**config.mk**
```make
export PLATFORM = sky130hd
export DESIGN_NAME = mux_scan_n
export DESIGN_NICKNAME = d
export VERILOG_FILES = /design/src/rtl/mux_scan_n.sv
export SDC_FILE = /design/constraint.sdc
export NUM_CORES = 1
export LEC_CHECK = 0
export CORE_AREA = 8 8 57 59
export DETAILED_ROUTE_END_ITERATION = 6
export DIE_AREA = 0 0 65 67
export GPL_ROUTABILITY_DRIVEN = 0
export PLACE_DENSITY_LB_ADDON = 0.05
export SYNTH_ARGS = -nofsm -noshare
export SYNTH_HDL_FRONTEND = slang
export SYNTH_SLANG_ARGS = --single-unit
```
**constraint.sdc**
```tcl
create_clock -name clk -period 2.5 [get_ports clk]
set_clock_uncertainty 0.1 [all_clocks]
set_input_delay 0.25 -clock clk [delete_from_list [all_inputs] [get_ports clk]]
set_output_delay 0.25 -clock clk [all_outputs]
set_load 0.02 [all_outputs]
```
**src/rtl/mux_scan_n.sv**
```systemverilog
// mux_scan_n: N-channel, WIDTH-bit multiplexer with a registered output.
// Manual mode selects the channel from sel_in; scan mode walks a round-robin
// pointer over every channel, holding DWELL enabled cycles on each. Every
// scan episode restarts at channel 0 with a full dwell.
module mux_scan_n #(
  parameter int NCH   = 4,
  parameter int WIDTH = 8,
  parameter int SELW  = 2,
  parameter int DWELL = 4
) (
  input  logic                 clk,
  input  logic                 rst,
  input  logic [NCH*WIDTH-1:0] din,
  input  logic                 mode,
  input  logic [SELW-1:0]      sel_in,
  input  logic                 en,
  output logic [WIDTH-1:0]     dout,
  output logic [SELW-1:0]      dout_ch,
  output logic                 dout_valid,
  output logic                 scan_wrap
);

  localparam int              CNTW     = (DWELL > 1) ? $clog2(DWELL) : 1;
  localparam logic [SELW-1:0] LAST_CH  = SELW'(NCH - 1);
  localparam logic [CNTW-1:0] LAST_CNT = CNTW'(DWELL - 1);

  logic [WIDTH-1:0] r_dout;
  logic [SELW-1:0]  r_dout_ch;
  logic             r_dout_valid;
  logic             r_scan_wrap;
  logic [SELW-1:0]  r_ptr;
  logic [CNTW-1:0]  r_dwell_cnt;
  logic             r_mode_q;

  logic [WIDTH-1:0] w_ch_data [NCH];
  logic             w_entry;
  logic             w_in_range;
  logic [SELW-1:0]  w_idx;
  logic [WIDTH-1:0] w_sel_data;
  logic             w_last_dwell;
  logic             w_last_ch;
  logic [SELW-1:0]  w_ptr_next;

  // Unpack the flat data bus into one word per channel
  genvar k;
  generate
    for (k = 0; k < NCH; k++) begin : g_unpack
      assign w_ch_data[k] = din[k*WIDTH +: WIDTH];
    end
  endgenerate

  // A rising mode edge (seen against last cycle's mode) starts a new scan episode
  assign w_entry      = mode & ~r_mode_q;
  // Extra top bit keeps the compare correct when NCH == 2**SELW
  assign w_in_range   = ({1'b0, sel_in} < (SELW+1)'(NCH));
  assign w_idx        = mode ? (w_entry ? '0 : r_ptr) : sel_in;
  assign w_last_dwell = (r_dwell_cnt == LAST_CNT);
  assign w_last_ch    = (r_ptr == LAST_CH);
  // Explicit wrap so a non-power-of-two NCH never reaches an unused index
  assign w_ptr_next   = w_last_ch ? '0 : r_ptr + SELW'(1);

  // Channel data mux; an index with no matching channel yields zero
  always_comb begin
    w_sel_data = '0;
    for (int i = 0; i < NCH; i++) begin
      if (w_idx == SELW'(i)) w_sel_data = w_ch_data[i];
    end
  end

  // Previous-cycle mode, tracked regardless of enable for entry detection
  always_ff @(posedge clk or posedge rst) begin
    if (rst) r_mode_q <= 1'b0;
    else     r_mode_q <= mode;
  end

  // Output registers: sample, channel tag, valid strobe and wrap pulse
  always_ff @(posedge clk or posedge rst) begin
    if (rst) begin
      r_dout       <= '0;
      r_dout_ch    <= '0;
      r_dout_valid <= 1'b0;
      r_scan_wrap  <= 1'b0;
    end else if (!en) begin
      r_dout_valid <= 1'b0;
      r_scan_wrap  <= 1'b0;
    end else if (!mode) begin
      r_dout       <= w_in_range ? w_sel_data : '0;
      r_dout_ch    <= sel_in;
      r_dout_valid <= w_in_range;
      r_scan_wrap  <= 1'b0;
    end else begin
      r_dout       <= w_sel_data;
      r_dout_ch    <= w_idx;
      r_dout_valid <= 1'b1;
      r_scan_wrap  <= ~w_entry & w_last_dwell & w_last_ch;
    end
  end

  // Scan pointer and dwell counter; entry treats the sample as channel 0, count 0
  always_ff @(posedge clk or posedge rst) begin
    if (rst) begin
      r_ptr       <= '0;
      r_dwell_cnt <= '0;
    end else if (w_entry) begin
      if (en && DWELL == 1) begin
        r_ptr       <= SELW'(1);
        r_dwell_cnt <= '0;
      end else if (en) begin
        r_ptr       <= '0;
        r_dwell_cnt <= CNTW'(1);
      end else begin
        r_ptr       <= '0;
        r_dwell_cnt <= '0;
      end
    end else if (en && mode) begin
      if (w_last_dwell) begin
        r_dwell_cnt <= '0;
        r_ptr       <= w_ptr_next;
      end else begin
        r_dwell_cnt <= r_dwell_cnt + CNTW'(1);
      end
    end
  end

  assign dout       = r_dout;
  assign dout_ch    = r_dout_ch;
  assign dout_valid = r_dout_valid;
  assign scan_wrap  = r_scan_wrap;

endmodule

```
==> results.rst <==
.. list-table::
   :header-rows: 1

   * - Metric
     - Value
   * - Run status
     - complete, no violations
   * - Critical path arrival
     - 1860 ps
   * - End point of the critical path
     - dout[6]$_DFFE_PP0P_
   * - Switching part of the total
     - 28.9%
   * - Die area
     - 4360 sq um
   * - Unrepaired setup endpoints after global routing
     - false
   * - Largest family of logic cells by synthesized area
     - compound AO/OA/AOI/OAI gates
   * - Total number of H-tree levels
     - 1
   * - Number of placement rows
     - 18
   * - Post-synth top area cell
     - dfrtp_1
   * - Commonest cells after routing, fill and taps aside
     - clkdlybuf4s50_1 (49), dfrtp_1 (17), nor2_1 (13)
   * - Met2 wire length
     - 1220 um
   * - Initial drt markers
     - 36
   * - Post-synth net total
     - 129
   * - Most common library cell in the layout ignoring fill and taps
     - clkdlybuf4s50_1
   * - Compound-gate portion of the synthesized area
     - 26.1%
   * - Port Buf Inserts
     - 49
   * - Max layer used
     - met4
   * - FMAX
     - 567 MHz
   * - RR Startpoint
     - r_mode_q$_DFF_PP0_
   * - Initial antenna violation count
     - 0
   * - Time the final worst path needs with I/O delays and setup
     - ~1800 ps
   * - Share of synthesized area occupied by flip-flops and latches
     - 44.2%
   * - Area share of the largest cell type after synthesis
     - 44.2%
   * - Total wirelength of the detailed-routed design
     - 2740 um
   * - Horizontal extent of the die
     - 65 um
   * - Net switching power figure
     - between 0.0002 and 0.00025 W
   * - Xor and xnor area share after synthesis
     - 0%
   * - Worst hold-check path type
     - input port to async pin
   * - CTS tree
     - built
   * - Wire length on met3
     - 222 um
   * - Cts hold-fix bufs
     - 0
   * - Root Driver
     - clkbuf_4
   * - Via density
     - 5.15
   * - Layout overhead on the synthesized area
     - 54.9%
   * - Power, Total
     - 0.000693 W
   * - Total setup violations reported at the end of the flow
     - 0
   * - # Max-Cap Violations
     - 0
   * - Largest driver fanout on the critical path
     - 13
   * - Gate Count Post-Synth
     - 89
   * - Mean instance size in the synthesized netlist
     - 10.8 sq um
   * - Number of synthesized register bits
     - 17
   * - Final net count
     - 180
   * - First-pass GRT wire length
     - 4410 um
   * - Routed vias
     - 871
   * - Yosys Warn Count
     - 0
   * - Vertical extent of the die
     - 67 um
   * - Number of buffers inserted by post-CTS setup repair
     - 0
   * - Share of total power in combinational logic
     - between 30% and 40%
   * - Placeable core area
     - 2360 sq um
   * - Worst-case register-to-register setup slack
     - 880 ps
   * - Pwr Density
     - approximately 460 nW/um^2
   * - VDD IR max
     - just over 0.3 mV
   * - Detailed-routing iteration count for the pre-antenna-repair pass
     - 3
   * - Max Slew Vio Count
     - 0
   * - Total GRT Usage
     - about an eighth
   * - Synth top area cells
     - dfrtp_1 (44%), a221oi_2 (12%), mux2i_1 (8.3%)
   * - Number of buffers created by CTS
     - 3
   * - Internal power contribution
     - slightly below 0.0005 W
   * - Grt total ovfl
     - 0
   * - Final Hold Viols
     - 0
   * - Worst Path Required
     - about 2600 ps
   * - DR DRC count
     - 0
   * - Maximum buffer depth of the clock tree
     - 2
   * - Share of the cycle needed by the critical path after routing
     - 70.6%
   * - Fraction of the mapped netlist area in simple logic gates
     - 12.7%
   * - Cell area after technology mapping
     - 963 sq um
   * - # clock sinks
     - 17
   * - HPWL after detailed placement
     - 2120 um
   * - Met1 Wirelength
     - approximately 1300 um
   * - Post-synthesis share of cell area spent on full adders, half adders and majority gates
     - under 10%
   * - Clock network fraction of total power
     - 20.9%
   * - Distinct cell type count after synthesis
     - 25
   * - Maximum number of pins on one net before global-route repair
     - 18
   * - Total I/O pin count
     - 50
   * - Sum Neg Setup Slack
     - 0 ps
   * - Register-to-Register Path Depth
     - 4
   * - Crit start category
     - input port
   * - N_diodes
     - 0
   * - Clock Pin Slew Worst Setup and Hold Paths
     - 100 ps
   * - Headroom to the max-slew limit
     - between 50% and 60%
   * - Type of the worst setup path
     - input port to flop
   * - Via count of the first global-routing pass
     - between 800 and 900
   * - Leakage power of the design
     - 0.631 nW
   * - R2r endpoint
     - dout[6]$_DFFE_PP0P_
   * - Minimum hold slack
     - 239 ps
   * - Share of final-layout standard cells stronger than drive strength 1
     - 12.2%
   * - Remaining antenna violation count after routing
     - 0
   * - Share of cell area taken by muxes after synthesis
     - under 10%
   * - Initial core utilization
     - 40.7%
   * - Transition at the pin with the smallest max-transition slack
     - 667 ps
   * - Crit path from
     - mode
   * - Worst setup EP type
     - flop
   * - Quantity of gates resized following cts
     - 0
   * - Clock latency of the later-clocked register in the worst-skew pair
     - 290 ps
   * - DR WL/cell
     - 16.2 um
   * - Share of power burned in registers
     - 46.2%
[cell usage after synthesis]
master	count
o22ai_1	8
nand3_1	2
dfrtp_1	17
and3_1	1
o21ai_0	4
buf_6	3
a21oi_1	1
o21a_1	1
a22o_1	2
a221oi_2	8
and4_4	1
nand4b_1	1
inv_1	3
nor2b_1	1
clkbuf_1	1
ha_1	2
nor2_1	13
buf_2	2
and2_1	1
a32o_1	1
a21oi_2	1
nand2_1	5
mux2i_1	8
a31oi_2	1
nand2b_1	1
[worst max-delay path: stages]
cell and delay (ps):
clkdlybuf4s50_1 700, nor2b_1 140, a21oi_2 380, o22ai_1 160, a221oi_2 230
[state kept, by name, summed over array words and instances (netlist names)]
register,count
r_dwell_cnt,2
dout,8
r_mode_q,1
r_ptr,2
dout_valid,1
scan_wrap,1
dout_ch,2
[metrics by stage]
step / setup WS, ps / utilization, % / cell area (sq um) / std cells
after floorplan: 1100 / - / 963 / 89
after global placement: 444 / 62.0 / 1470 / 165
after CTS: 749 / 63.1 / 1490 / 169
after global routing: 588 / 63.1 / 1490 / 169
after detailed placement: 425 / 62.0 / 1470 / 165
final: 736 / 63.1 / 1490 / 169
[power by group through the flow]
stage	Sequential (W)	Clock, W	Combinational [W]
global placement	0.000325	0	0.000228
floorplan	0.000348	0	0.0000882
detailed placement	0.000326	0	0.000229
global route	0.000324	0.000162	0.000247
finish	0.000320	0.000145	0.000227
CTS	0.000320	0.000157	0.000231
[worst min path at each step]
stage	start	endpoint	cells after the start
4_1_cts	rst	dout_valid$_DFF_PP0_	2
2_1_floorplan	rst	dout[0]$_DFFE_PP0P_	1
3_5_place_dp	dout_ch[1]$_DFFE_PP0P_	dout_ch[1]$_DFFE_PP0P_	2
6_report	rst	dout_valid$_DFF_PP0_	2
5_1_grt	rst	dout[5]$_DFFE_PP0P_	2
3_3_place_gp	dout_ch[1]$_DFFE_PP0P_	dout_ch[1]$_DFFE_PP0P_	2
[kinds of logic after synthesis]
group | count (synthesis)
adders and majority gates | 2
buffers and inverters | 9
and+or+nand+nor | 26
DFF | 17
AOI/OAI and AO/OA | 27
muxes | 8
[final cells by class]
| type | count | area (sq um) |
|---|---|---|
| Fill cell | 211 | 872 |
| Clock buffer | 4 | 26.3 |
| Sequential cell | 17 | 425 |
| Timing Repair Buffer | 52 | 513 |
| Inverter | 3 | 11.3 |
| Tap cell | 30 | 37.5 |
| Multi-Input combinational cell | 63 | 479 |
[layer usage]
| layer | vias up | track usage, % |
|---|---|---|
| met3 | 4 | 4.87 |
| met1 | 402 | 15.5 |
| met2 | 30 | 21.0 |
| li1 | 435 | - |
| met5 | - | 0 |
| met4 | 0 | 5.72 |
Note: power is estimated with default switching activity, not from simulation.
==> RTL edit, RTL diff (same settings) <==
Reset style: synchronous (`rst`), changed in 3 clocked blocks.
--- a/src/rtl/mux_scan_n.sv
+++ b/src/rtl/mux_scan_n.sv
@@ -68,13 +68,13 @@
   end
 
   // Previous-cycle mode, tracked regardless of enable for entry detection
-  always_ff @(posedge clk or posedge rst) begin
+  always_ff @(posedge clk) begin
     if (rst) r_mode_q <= 1'b0;
     else     r_mode_q <= mode;
   end
 
   // Output registers: sample, channel tag, valid strobe and wrap pulse
-  always_ff @(posedge clk or posedge rst) begin
+  always_ff @(posedge clk) begin
     if (rst) begin
       r_dout       <= '0;
       r_dout_ch    <= '0;
@@ -97,7 +97,7 @@
   end
 
   // Scan pointer and dwell counter; entry treats the sample as channel 0, count 0
-  always_ff @(posedge clk or posedge rst) begin
+  always_ff @(posedge clk) begin
     if (rst) begin
       r_ptr       <= '0;
       r_dwell_cnt <= '0;
Behaviour: differs if rst is asserted again (counterexample within 4 cycles, from zero or initial values and one cycle with rst high); with rst held inactive, the same outputs for 10 cycles.
==> RTL edit against the original RTL <==
- die area is the same
- synthesized area shrank 4.3%
- non-clock buffer count decreased by 2
- wire length up 2.6%
- sequential cell count unchanged
- cell count up 5.3%
- total power fell by 10%
- sequential share of layout area decreased by 5.2 points
- cell area fell by 2.0%
- highest routed layer unchanged
- via count increased by 5.7%
- setup slack improved by 46 ps
==> RTL edit: results (changes against the original RTL) <==
[metrics] status: finished clean
[metrics] average routed wire per standard cell: 15.8 microns (-2.6%)
[metrics] post-layout min period: 1720 ps (-46.2 ps)
[metrics] # H-tree levels: 1 (unchanged)
[metrics] maximum fanout count along the critical path: 11 (-2)
[metrics] Num CTS Buffers: 3 (unchanged)
[metrics] filler cell count in the final layout: 215 (+1.9%)
[metrics] Synth Net Count: 139 (+7.8%)
[metrics] Critical Path End: dout[6]
[metrics] longest individual stage delay on the worst path: 410 ps (-290 ps)
[metrics] largest net degree at the start of global routing: 12 (-6)
[metrics] count of placed standard cells including taps: 174 (+5.5%)
[metrics] number of I/O port buffers: 49 (unchanged)
[metrics] max-capacitance violation count: 0 (unchanged)
[metrics] First DRT Iteration DRCs: 20 (-44%)
[metrics] source-to-sink clock delay at the later pin of the worst-skew pair: 300 ps
[metrics] sequential share of the synthesized area: 0.369 (-0.0725)
[metrics] number of iterations in the first detailed-routing pass: 4 (+1)
[metrics] number of setup buffers added after CTS: 0 (unchanged)
[metrics] total wire length: 2810 microns (+2.6%)
[metrics] Post-Place Worst Slack: 471 ps (+45.4 ps)
[metrics] YS warnings: 0 (unchanged)
[metrics] root buffer selected by CTS: sky130_fd_sc_hd__clkbuf_4
[metrics] Detail Placement HPWL: 2230 microns (+5.0%)
[metrics] leak pwr: 0.552 nW (-13%)
[metrics] vias in the first global route: 961 (+9.1%)
[metrics] total routing resource utilization after global routing: 0.130 (-0.00118)
[metrics] Synth Area per Inst: 9.31 sq um (-14%)
[metrics] slowest cell on the critical path: sky130_fd_sc_hd__clkdlybuf4s50_1
[metrics] smallest hold slack: 371 ps (+132 ps)
[metrics] class of the tightest hold or removal check: flip-flop to flip-flop
[metrics] distinct cell type count of the synthesized netlist: 28 (+12%)
[metrics] initial antenna violation count: 0 (unchanged)
[metrics] cell types occupying the most area after synthesis: sky130_fd_sc_hd__dfxtp_1 37%, sky130_fd_sc_hd__o31ai_2 11%, sky130_fd_sc_hd__a211oi_1 6.5%
[metrics] clock buffer depth: 2 (unchanged)
[metrics] worst reg2reg setup slack: 920 ps (+40 ps)
[metrics] count of nets after finishing: 189 (+5.0%)
[metrics] first-pass GRT wire length: 4510 microns (+2.3%)
[metrics] Post-synth ARST share: 0 (-1.00)
[metrics] Worst-Margin Slew: 587 ps (-80.7 ps)
[metrics] placed instance area: 1430 sq um (-2.3%)
[metrics] vias per cell: 5.17 (+0.39%)
[metrics] CTS clk-pin slew, worst paths: 110 ps
[metrics] cell types with the highest counts after synthesis: 17 x sky130_fd_sc_hd__dfxtp_1, 10 x sky130_fd_sc_hd__nand2_1
[metrics] Crit path arrival time: 1830 ps (-30 ps)
[metrics] layout cell share with drive strength beyond 1: 0.122 (-0.000681)
[metrics] worst ir drop on vdd: 239 uV (-23%)
[metrics] worst flop-to-flop path startpoint: r_ptr[0]
-- RTL edit: cell types whose count changed after synthesis, sizes merged, moves of 3 or more --
| cell | before | now |
|---|---|---|
| a32oi | 0 | 3 |
| buf | 5 | 2 |
| a211oi | 0 | 8 |
| mux2i | 8 | 2 |
| a221oi | 8 | 0 |
| o31ai | 0 | 8 |
| nand2 | 5 | 10 |
| nor2 | 13 | 6 |
| and3 | 1 | 8 |
| dfrtp | 17 | 0 |
| dfxtp | 0 | 17 |
-- RTL edit: per-layer routing --
| layer | global-route usage | vias to the layer above | share of wire |
|---|---|---|---|
| met5 | 0 | - | 0 |
| met4 | 0.0572 | 0 | 0.013 |
| met3 | 0.0570 | 4 | 0.088 |
| met2 | 0.215 | 35 | 0.48 |
| met1 | 0.143 | 411 | 0.42 |
| li1 | - | 471 | - |
-- RTL edit: where the power goes --
group	internal [W]	switching (W)	leakage, nW	total [W]
sequential	0.000285	0.00000835	0.140	0.000294
clock	0.0000609	0.0000986	0.0139	0.000160
combinational	0.0000985	0.0000706	0.398	0.000169
total	0.000445	0.000178	0.552	0.000622
-- RTL edit: cell families after synthesis --
group | after synthesis | synth area share
adder cells (fa/ha/maj) | 2 | 0.0271
AND/OR/NAND/NOR | 34 | 0.190
buffers and inverters | 10 | 0.0475
flip-flops | 17 | 0.369
AO/OA/AOI/OAI | 34 | 0.345
multiplexers | 2 | 0.0217
-- RTL edit: layout make-up --
| class | count | area [sq um] | area share |
|---|---|---|---|
| Tap cell | 30 | 37.5 | 0.0257 |
| Timing Repair Buffer | 50 | 498 | 0.340 |
| Clock inverter | 1 | 7.51 | 0.00513 |
| Inverter | 5 | 18.8 | 0.0128 |
| Clock buffer | 3 | 22.5 | 0.0154 |
| Sequential cell | 17 | 340 | 0.233 |
| Multi-Input combinational cell | 72 | 538 | 0.368 |
